**src/rtl/game_engine.sv**
```systemverilog
// game_engine: player sprite tracker for the VGA grid.
// Per frame it erases the old sprite, moves one step, checks ghost overlaps,
// updates score/lives and redraws the sprite as an x/y/colour/plot stream.
// Optional feature macro: GAME_GHOST_EAT_EN (edible ghosts score and pulse
// ghost_eaten; without it every overlapping ghost is lethal).
`timescale 1ns/1ps
module game_engine #(
    parameter int X_W        = 8,
    parameter int Y_W        = 7,
    parameter int NUM_GHOSTS = 4,
    parameter int SPRITE     = 4,
    parameter int MOVE_TICKS = 1000000,
    parameter int SCORE_W    = 4,
    parameter int LIVES      = 3,
    parameter int X_START    = 80,
    parameter int Y_START    = 60,
    parameter int X_MAX      = 156,
    parameter int Y_MAX      = 116
) (
    input  logic                      clk,
    input  logic                      reset,
    input  logic                      start_game,
    input  logic [1:0]                direction,
    input  logic                      touching_wall,
    input  logic                      pellet_hit,
    input  logic [NUM_GHOSTS*X_W-1:0] ghost_x,
    input  logic [NUM_GHOSTS*Y_W-1:0] ghost_y,
    input  logic [NUM_GHOSTS-1:0]     ghost_bad,
    output logic [X_W-1:0]            x,
    output logic [Y_W-1:0]            y,
    output logic [2:0]                plot_color,
    output logic                      plot,
    output logic [1:0]                s_screen,
    output logic                      s_game_over,
    output logic [SCORE_W-1:0]        score,
    output logic [2:0]                lives,
    output logic [NUM_GHOSTS-1:0]     ghost_eaten
);

    localparam int TW = (MOVE_TICKS > 2) ? $clog2(MOVE_TICKS) : 1;
    localparam int CW = $clog2(NUM_GHOSTS + 2);
    localparam int SW = SCORE_W + CW;

    localparam logic [TW-1:0]        T_LAST = TW'(MOVE_TICKS - 1);
    localparam logic [X_W-1:0]       XS     = X_W'(X_START);
    localparam logic [Y_W-1:0]       YS     = Y_W'(Y_START);
    localparam logic [X_W-1:0]       XM     = X_W'(X_MAX);
    localparam logic [Y_W-1:0]       YM     = Y_W'(Y_MAX);
    localparam logic [X_W-1:0]       CX_END = X_W'(SPRITE - 1);
    localparam logic [Y_W-1:0]       CY_END = Y_W'(SPRITE - 1);
    localparam logic signed [X_W:0]  SP_X   = (X_W+1)'(SPRITE);
    localparam logic signed [Y_W:0]  SP_Y   = (Y_W+1)'(SPRITE);
    localparam logic [SW-1:0]        SAT    = SW'((1 << SCORE_W) - 1);
    localparam logic [2:0]           COL_BG = 3'b000;
    localparam logic [2:0]           COL_PL = 3'b110;

    typedef enum logic [2:0] {
        ST_IDLE, ST_ERASE, ST_MOVE, ST_CHECK, ST_HIT, ST_DRAW, ST_WAIT, ST_GAME_OVER
    } state_t;

    state_t                state_r;
    logic [X_W-1:0]        px_r;
    logic [Y_W-1:0]        py_r;
    logic [X_W-1:0]        cx_r;
    logic [Y_W-1:0]        cy_r;
    logic [TW-1:0]         timer_r;
    logic                  start_d_r;

    logic                  start_rise_s;
    logic                  last_pix_s;
    logic [X_W-1:0]        cx_nx_s;
    logic [Y_W-1:0]        cy_nx_s;
    logic [X_W-1:0]        nx_px_s;
    logic [Y_W-1:0]        nx_py_s;
    logic [NUM_GHOSTS-1:0] ov_s;
    logic [NUM_GHOSTS-1:0] eff_bad_s;
    logic [NUM_GHOSTS-1:0] eat_s;
    logic                  hit_bad_s;
    logic [CW-1:0]         eat_cnt_s;
    logic [SW-1:0]         sum_s;
    logic [SCORE_W-1:0]    score_nx_s;

    assign start_rise_s = start_game & ~start_d_r;
    assign last_pix_s   = (cx_r == CX_END) && (cy_r == CY_END);

    // Overlap test per ghost using one-bit-wider signed differences.
    for (genvar g = 0; g < NUM_GHOSTS; g++) begin : g_ov
        logic signed [X_W:0] dx_s;
        logic signed [Y_W:0] dy_s;
        assign dx_s    = $signed({1'b0, px_r}) - $signed({1'b0, ghost_x[g*X_W +: X_W]});
        assign dy_s    = $signed({1'b0, py_r}) - $signed({1'b0, ghost_y[g*Y_W +: Y_W]});
        assign ov_s[g] = (dx_s < SP_X) && (dx_s > -SP_X) && (dy_s < SP_Y) && (dy_s > -SP_Y);
    end

`ifdef GAME_GHOST_EAT_EN
    assign eff_bad_s = ghost_bad;
`else
    // Every ghost is lethal; ghost_bad is folded in only to keep it connected.
    assign eff_bad_s = ghost_bad | {NUM_GHOSTS{1'b1}};
`endif

    assign hit_bad_s = |(ov_s & eff_bad_s);
    assign eat_s     = ov_s & ~eff_bad_s;

    // Next raster offset inside the sprite square (column fastest).
    always_comb begin
        if (cx_r == CX_END) begin
            cx_nx_s = '0;
            cy_nx_s = cy_r + Y_W'(1);
        end else begin
            cx_nx_s = cx_r + X_W'(1);
            cy_nx_s = cy_r;
        end
    end

    // One-step move with wall stop and grid clamping.
    always_comb begin
        nx_px_s = px_r;
        nx_py_s = py_r;
        if (!touching_wall) begin
            case (direction)
                2'b00:   if (py_r != '0) nx_py_s = py_r - Y_W'(1); else nx_py_s = py_r;
                2'b01:   if (py_r < YM)  nx_py_s = py_r + Y_W'(1); else nx_py_s = py_r;
                2'b10:   if (px_r != '0) nx_px_s = px_r - X_W'(1); else nx_px_s = px_r;
                2'b11:   if (px_r < XM)  nx_px_s = px_r + X_W'(1); else nx_px_s = px_r;
                default: nx_px_s = px_r;
            endcase
        end else begin
            nx_px_s = px_r;
            nx_py_s = py_r;
        end
    end

    // Count of edible ghosts under the player this frame.
    always_comb begin
        eat_cnt_s = '0;
        for (int i = 0; i < NUM_GHOSTS; i++) begin
            eat_cnt_s = eat_cnt_s + CW'(eat_s[i]);
        end
    end

    // Saturating score update.
    always_comb begin
        sum_s = SW'(score) + SW'(pellet_hit) + SW'(eat_cnt_s);
        if (sum_s > SAT) begin
            score_nx_s = {SCORE_W{1'b1}};
        end else begin
            score_nx_s = sum_s[SCORE_W-1:0];
        end
    end

    // Game FSM with frame timer and registered pixel stream.
    always_ff @(posedge clk or negedge reset) begin
        if (!reset) begin
            state_r     <= ST_IDLE;
            px_r        <= XS;
            py_r        <= YS;
            cx_r        <= '0;
            cy_r        <= '0;
            timer_r     <= '0;
            start_d_r   <= 1'b0;
            x           <= '0;
            y           <= '0;
            plot_color  <= 3'b000;
            plot        <= 1'b0;
            s_screen    <= 2'd0;
            s_game_over <= 1'b0;
            score       <= '0;
            lives       <= 3'(LIVES);
            ghost_eaten <= '0;
        end else begin
            start_d_r   <= start_game;
            ghost_eaten <= '0;
            if (timer_r != T_LAST) timer_r <= timer_r + TW'(1);
            else                   timer_r <= timer_r;
            case (state_r)
                ST_IDLE, ST_GAME_OVER: begin
                    if (start_rise_s) begin
                        score       <= '0;
                        lives       <= 3'(LIVES);
                        s_screen    <= 2'd1;
                        s_game_over <= 1'b0;
                        px_r        <= XS;
                        py_r        <= YS;
                        x           <= XS;
                        y           <= YS;
                        cx_r        <= '0;
                        cy_r        <= '0;
                        plot        <= 1'b1;
                        plot_color  <= COL_PL;
                        timer_r     <= '0;
                        state_r     <= ST_DRAW;
                    end else begin
                        state_r <= state_r;
                    end
                end
                ST_ERASE, ST_DRAW: begin
                    if (last_pix_s) begin
                        plot    <= 1'b0;
                        state_r <= (state_r == ST_ERASE) ? ST_MOVE : ST_WAIT;
                    end else begin
                        cx_r <= cx_nx_s;
                        cy_r <= cy_nx_s;
                        x    <= px_r + cx_nx_s;
                        y    <= py_r + cy_nx_s;
                    end
                end
                ST_MOVE: begin
                    px_r    <= nx_px_s;
                    py_r    <= nx_py_s;
                    state_r <= ST_CHECK;
                end
                ST_CHECK: begin
                    if (hit_bad_s) begin
                        state_r <= ST_HIT;
                    end else begin
                        score       <= score_nx_s;
                        ghost_eaten <= eat_s;
                        x           <= px_r;
                        y           <= py_r;
                        cx_r        <= '0;
                        cy_r        <= '0;
                        plot        <= 1'b1;
                        plot_color  <= COL_PL;
                        state_r     <= ST_DRAW;
                    end
                end
                ST_HIT: begin
                    lives <= lives - 3'd1;
                    if (lives == 3'd1) begin
                        s_screen    <= 2'd2;
                        s_game_over <= 1'b1;
                        state_r     <= ST_GAME_OVER;
                    end else begin
                        px_r       <= XS;
                        py_r       <= YS;
                        x          <= XS;
                        y          <= YS;
                        cx_r       <= '0;
                        cy_r       <= '0;
                        plot       <= 1'b1;
                        plot_color <= COL_PL;
                        timer_r    <= '0;
                        state_r    <= ST_DRAW;
                    end
                end
                ST_WAIT: begin
                    if (timer_r == T_LAST) begin
                        x          <= px_r;
                        y          <= py_r;
                        cx_r       <= '0;
                        cy_r       <= '0;
                        plot       <= 1'b1;
                        plot_color <= COL_BG;
                        timer_r    <= '0;
                        state_r    <= ST_ERASE;
                    end else begin
                        state_r <= ST_WAIT;
                    end
                end
                default: begin
                    plot    <= 1'b0;
                    state_r <= ST_IDLE;
                end
            endcase
        end
    end

endmodule
```
**config.mk**
```make
export PLATFORM = sky130hd
export DESIGN_NAME = game_engine
export DESIGN_NICKNAME = d
export VERILOG_FILES = /design/src/rtl/game_engine.sv
export SDC_FILE = /design/constraint.sdc
export NUM_CORES = 1
export LEC_CHECK = 0
export BUFFER_PORTS_ARGS = -buffer_cell sky130_fd_sc_hd__buf_2
export CORE_MARGIN = 10
export CORE_UTILIZATION = 65
export DETAILED_ROUTE_END_ITERATION = 6
export MAX_ROUTING_LAYER = met4
export PLACE_DENSITY = 0.88
export RECOVER_POWER = 50
export SYNTH_ARGS = -nofsm -noshare
export SYNTH_HDL_FRONTEND = slang
export SYNTH_SLANG_ARGS = --single-unit
export TNS_END_PERCENT = 30
```
**constraint.sdc**
```tcl
create_clock -name clk -period 9.6 [get_ports clk]
set_input_delay 0.48 -clock clk [delete_from_list [all_inputs] [get_ports clk]]
set_output_delay 0.48 -clock clk [all_outputs]
set_load 0.02 [all_outputs]
```
* Word-level counts from Yosys, hierarchy flattened
Index checks and enable logic that the tools add are counted.
** Operators by class
- Order comparisons :: 19
- Add/sub/neg operators :: 19
- Shift-type cells :: 0
- Mux-type cells :: 71
- Reductions and logical operators :: 34
- $mul :: 0
- Div/mod/pow operators :: 0
- Equal/unequal tests :: 29
- Bitwise gates (word level) :: 2
** Operators with widths (number)
- $mux 8 :: 14
- $mux 7 :: 14
- $mux 20 :: 4
- $pmux 8 s5 :: 2
- $pmux 7 s5 :: 2
- $pmux 20 s3 :: 1
- $gt 9x3->1 const B :: 4
- $lt 9x4->1 const B :: 4
- $sub 8x8->9 :: 4
- $gt 8x3->1 const B :: 4
- $lt 8x4->1 const B :: 4
- $sub 7x7->8 :: 4
- $mux 3 :: 9
- $pmux 8 s3 :: 1
- $pmux 7 s3 :: 1
- $add 20x1->20 const B :: 1
- $eq 20x20->1 const B :: 1
- $ne 20x20->1 const B :: 1
- $pmux 3 s6 :: 1
- $add 8x1->8 const B :: 2
- $ne 2x2->1 const B :: 8
- $pmux 8 s2 :: 1
- $add 7x1->7 const B :: 2
- $pmux 7 s2 :: 1
- other kinds (45) :: 84
** Word-level totals
- Bits in writable memories :: 0
- Logic and storage cells :: 189
- Flip-flop bits (word level) :: 83
- Latch bits :: 0
- Memories :: 0
- Bits of input ports :: 71
- Memory bits (read-only) :: 0
- Output and inout bits :: 33

* Logic depth before layout (Yosys ltp)
- Depth in word-level cells :: 8
- Gate-level depth with buffers :: 16
- Mapped depth without buffers :: 16

* Worst setup path after synthesis
No wires, ideal clock.
- Kind :: register to register
- Start point :: reg px_r[0]
- End point :: reg cy_r[1]
- Buffers on the path :: 1
- Slack :: 5845 ps
- Library setup time :: 125 ps
- Data arrival time :: 3629 ps
- Stages on the path, launching flop included :: 15
- Cells stage by stage :: dfrtp_1 > inv_1 > ha_1 > inv_1 > fa_1 > a211oi_2 > o21ai_0 > nor3b_1 > or4_1 > or4b_1 > a22o_1 > o2111ai_4 > a21oi_4 > buf_6 > mux2_4
** Between the ends
- Cells in the longest elaborated chain, start to end :: 8
** RTL lines
- from (decl) :: RTL line 62 : logic [X_W-1:0] px_r;
- from (signal assigned) :: RTL line 209 : px_r <= nx_px_s;
- $sub 8x8->9 :: RTL line 90 : assign dx_s = $signed({1'b0, px_r}) - $signed({1'b0, ghost_x[g*X_W +: X_W]});
- $lt 9x4->1 or $gt 9x3->1 (tied branches) :: RTL line 92 : assign ov_s[g] = (dx_s < SP_X) && (dx_s > -SP_X) && (dy_s < SP_Y) && (dy_s > -SP_Y);
- $logic_and 1x1->1 (3 in a row) :: RTL line 92
- $reduce_or 4->1 * :: RTL line 102 : assign hit_bad_s = |(ov_s & eff_bad_s);
- $ne 2x2->1 (no source line) *
- $reduce_and 6->1 (no source line) *
- to (signal assigned) :: RTL line 203 : cy_r <= cy_nx_s;
- to (decl) :: RTL line 65 : logic [Y_W-1:0] cy_r;
Every way passes the cells marked *; elsewhere a longest branch is shown, timed or not.
A chain may end at the register's enable or synchronous reset.

* Worst setup path after layout
- Start point :: reg px_r[0]
- End point :: reg y[5]
** Between the ends
- Cells in the longest elaborated chain, start to end :: 8
** RTL lines
- $sub 8x8->9 :: RTL line 90
- $lt 9x4->1 or $gt 9x3->1 (tied branches) :: RTL line 92
- $logic_and 1x1->1 (3 in a row) :: RTL line 92
- $reduce_or 4->1 * :: RTL line 102
- $ne 2x2->1 (no source line) *
- $reduce_and 6->1 (no source line) *
- to (signal assigned) :: RTL line 205 : y <= py_r + cy_nx_s;
- to (signal assigned) :: RTL line 220 : y <= py_r;
- to (signal assigned) :: RTL line 250 : y <= py_r;
- to (decl) :: RTL line 30 : output logic [Y_W-1:0] y,
Marks and branches as above.

==> flow_summary.yaml <==
floorplanning:
  die_x_um: 134
  start_util: 0.667
  rows: 41
  boundaryPins: 104
  die_area_um2: 18000
  die_h_um: 134
  core_area_um2: 12700
cts:
  cts_sinks: 80
  cts_buffers: 9
  insertion_delay_ns: 0.34
  clkTransAtPathRegs_ns: 0.06
  clockRootBuffer: "clkbuf_16"
  ctsResizeCount: 0
  ctsHoldBuffers: 0
  post_cts_buffers: 0
  clockBufferDepth: 2
  htree_levels: 3
  cts_tree: "done"
worst_hold_path:
  min_to: "start_d_r"
  hp-class: "in -> reg"
  worstHoldStart: "start_game"
  whs_path_depth: 1
sta:
  finalHoldViolCount: 0
  rsz0062_at_grt: "no"
  tightestPinTransition_ns: 2.38
  min_period_over_period: 0.459
  fmax_mhz: 227
  setup_tns_ns: 0
  fin_crit_ns: 4.41
  maxSlewViolCount: 83
  fin_worst_skew_ns: 0.00878
  setup_viol: 0
  relSlewSlack: -0.586
pwr:
  ir_drop_v: 0.000226
  p_total_w: 0.00210
  p_leak_nw: 4.65
  cellPowerDensity_nw_per_um2: 225
outcome:
  status: "finished, violations left"
  violations: "capacitance limit, slew limit"
place:
  hpwlAfterDp_um: 15800
  place_congestion: 0.921
  placed_area_um2: 9040
  io_buffers: 94
setup_path:
  r2r_end: "y[5]"
  path_common_cell: "inv_1"
  worstPathRequired_ns: 9.82
  cpPeakStageDelay_ns: 0.54
  cp_slowest_cell: "or4b_1"
  ff2ff_path_depth: 14
  cp-end-kind: "flop"
  cp.arrival_ns: 4.63
  startpoint_type: "flop"
  r2r_start: "px_r[0]"
  path_cells: "inv_1 > ha_1 > inv_1 > fa_1 > a211oi_2 > o21ai_0 > nor3b_1 > or4_1 > or4b_1 > a22o_1 > o2111ai_4 > a21oi_4 > buf_4 > mux2_4"
  reg2reg_slack_ns: 5.19
  worstSetupPathType: "reg -> reg"
  crit_fanout: 30
grt:
  first_global_vias: 7431
  grt_max_degree: 48
  grt_use_total: 0.234
  antenna_found_initial: 1
  grt_pass1_wl_um: 34700
  grt_overflow_total: 0
synth:
  seq_area_frac_synth: 0.237
  yosysWarnings: 0
  synth-edff-count: 0
  synth_top_flop_cell: "dfrtp_1"
  synth.avg_cell_area_um2: 8.21
  ys_ff_latch: 80
  synth_cell_types: 73
  synthCells: 1033
  ys_async_sr_fraction: 1.00
  synth_area_um2: 8480
cells_and_area:
  final_area_um2: 9310
  layout_commonest_cell: "inv_1"
  area_growth_pct: 9.71
  drive_gt1_frac: 0.123
  final_util: 0.731
  nets: 1288
  layout_common_cells: "inv_1 (112), ha_1 (92), nor2_1 (81), buf_2 (79)"
detailed_routing:
  initialDrtViolationCount: 634
  dr.pass1.iters: 5
  drtAntennaViolNets: 0
  drcViolationCount: 0
  routed_via_density: 6.07
  routed_wl_um: 21100
  wl_per_cell_um: 16.3
  via_count: 7832
run:
  drv_cap: 2
critical path, delay by kind of cell, from the launching register on:
| kind | cells | cell delay [ns] |
|---|---|---|
| adders and majority gates | 2 | 0.71 |
| buffers and inverters | 3 | 0.63 |
| DFF | 1 | 0.43 |
| AOI/OAI and AO/OA | 5 | 0.91 |
| and+or+nand+nor | 3 | 1.22 |
| muxes | 1 | 0.36 |
cells by family after synthesis:
kind of cell	share of synthesized area
flops	0.237
simple gates	0.182
fa+ha+maj	0.164
mux	0.0415
other cells	0.000442
xor+xnor	0.0733
buf+inv	0.0708
compound gates	0.231
cell usage after synthesis, types with 3 or more instances:
master	number	area, um2
o31a_1	9	78.8
o2111ai_1	5	43.8
fa_1	12	240
nor4b_1	4	35.0
o2bb2ai_1	3	26.3
buf_6	3	33.8
mux2i_1	10	100
nor4_1	9	56.3
a31oi_1	19	119
a22o_1	4	35.0
o22ai_1	12	75.1
nor2_1	81	304
inv_1	112	420
o221ai_1	3	26.3
nand2b_1	22	138
nor3b_1	6	45.0
or2_2	6	37.5
and2_1	6	37.5
xor2_1	28	245
dfrtp_1	72	1800
o211ai_1	9	67.6
ha_1	92	1150
buf_4	8	60.1
a211oi_1	8	60.1
nor2b_1	17	106
o21ai_0	72	360
nor3_1	18	90.1
or3_1	8	50.1
o21a_1	11	82.6
or4_1	4	30.0
a221oi_1	4	35.0
xnor2_1	43	377
nand4_1	12	75.1
mux2_4	16	240
and3_1	19	119
a21oi_1	71	355
dfstp_2	8	210
nand3_1	20	100
a21o_1	28	210
o21bai_1	11	82.6
clkbuf_1	23	86.3
nand2_1	64	240
sequential cells by signal, summed over array words and instances (netlist names):
| signal | flops |
|---|---|
| start_d_r | 1 |
| y | 7 |
| px_r | 8 |
| timer_r | 20 |
| cy_r | 7 |
| py_r | 7 |
| state_r | 3 |
| score | 4 |
| plot_color | 1 |
| x | 8 |
| plot | 1 |
| lives | 3 |
| cx_r | 8 |
| s_screen | 2 |
per-stage QoR:
step           setup WS (ns)  hold WS, ns  cells
2_1_floorplan           5.85        0.184   1037
4_1_cts                 5.18        0.103   1290
3_3_place_gp            5.25        0.453   1274
6_report                5.19        0.309   1291
5_1_grt                 4.92        0.310   1291
3_5_place_dp            5.22        0.463   1274
report_power, final:
group | internal, W | switching (W) | total [W]
clock | 0.000190 | 0.000139 | 0.000329
sequential | 0.000463 | 0.000144 | 0.000607
combinational | 0.000549 | 0.000611 | 0.00116
total | 0.00120 | 0.000893 | 0.00210
cell type report:
type	count	area, um2
diodes	1	2.50
fillers	999	3420
multi-input cells	811	5880
clock inverters	4	28.8
clock buffers	12	256
repair buffers	99	485
well taps	172	215
inverters	112	420
flip-flops and latches	80	2010
routing by layer:
metal	global-route usage	up-vias	share of wire
li1	-	3850	-
met1	0.295	3671	0.45
met2	0.379	271	0.47
met3	0.0358	40	0.063
met4	0.0732	0	0.019
met5	-	-	0
how the worst max path moves through the flow:
stage | from | end | slack (ns) | depth (start not counted)
floorplan | px_r[0] | cy_r[1] | 5.85 | 14
global placement | px_r[0] | x[3] | 5.25 | 14
detailed placement | px_r[0] | x[3] | 5.22 | 14
CTS | px_r[0] | x[3] | 5.18 | 14
global route | px_r[0] | x[3] | 4.92 | 14
finish | px_r[0] | y[5] | 5.19 | 14
(Power assumes the default switching activity.)
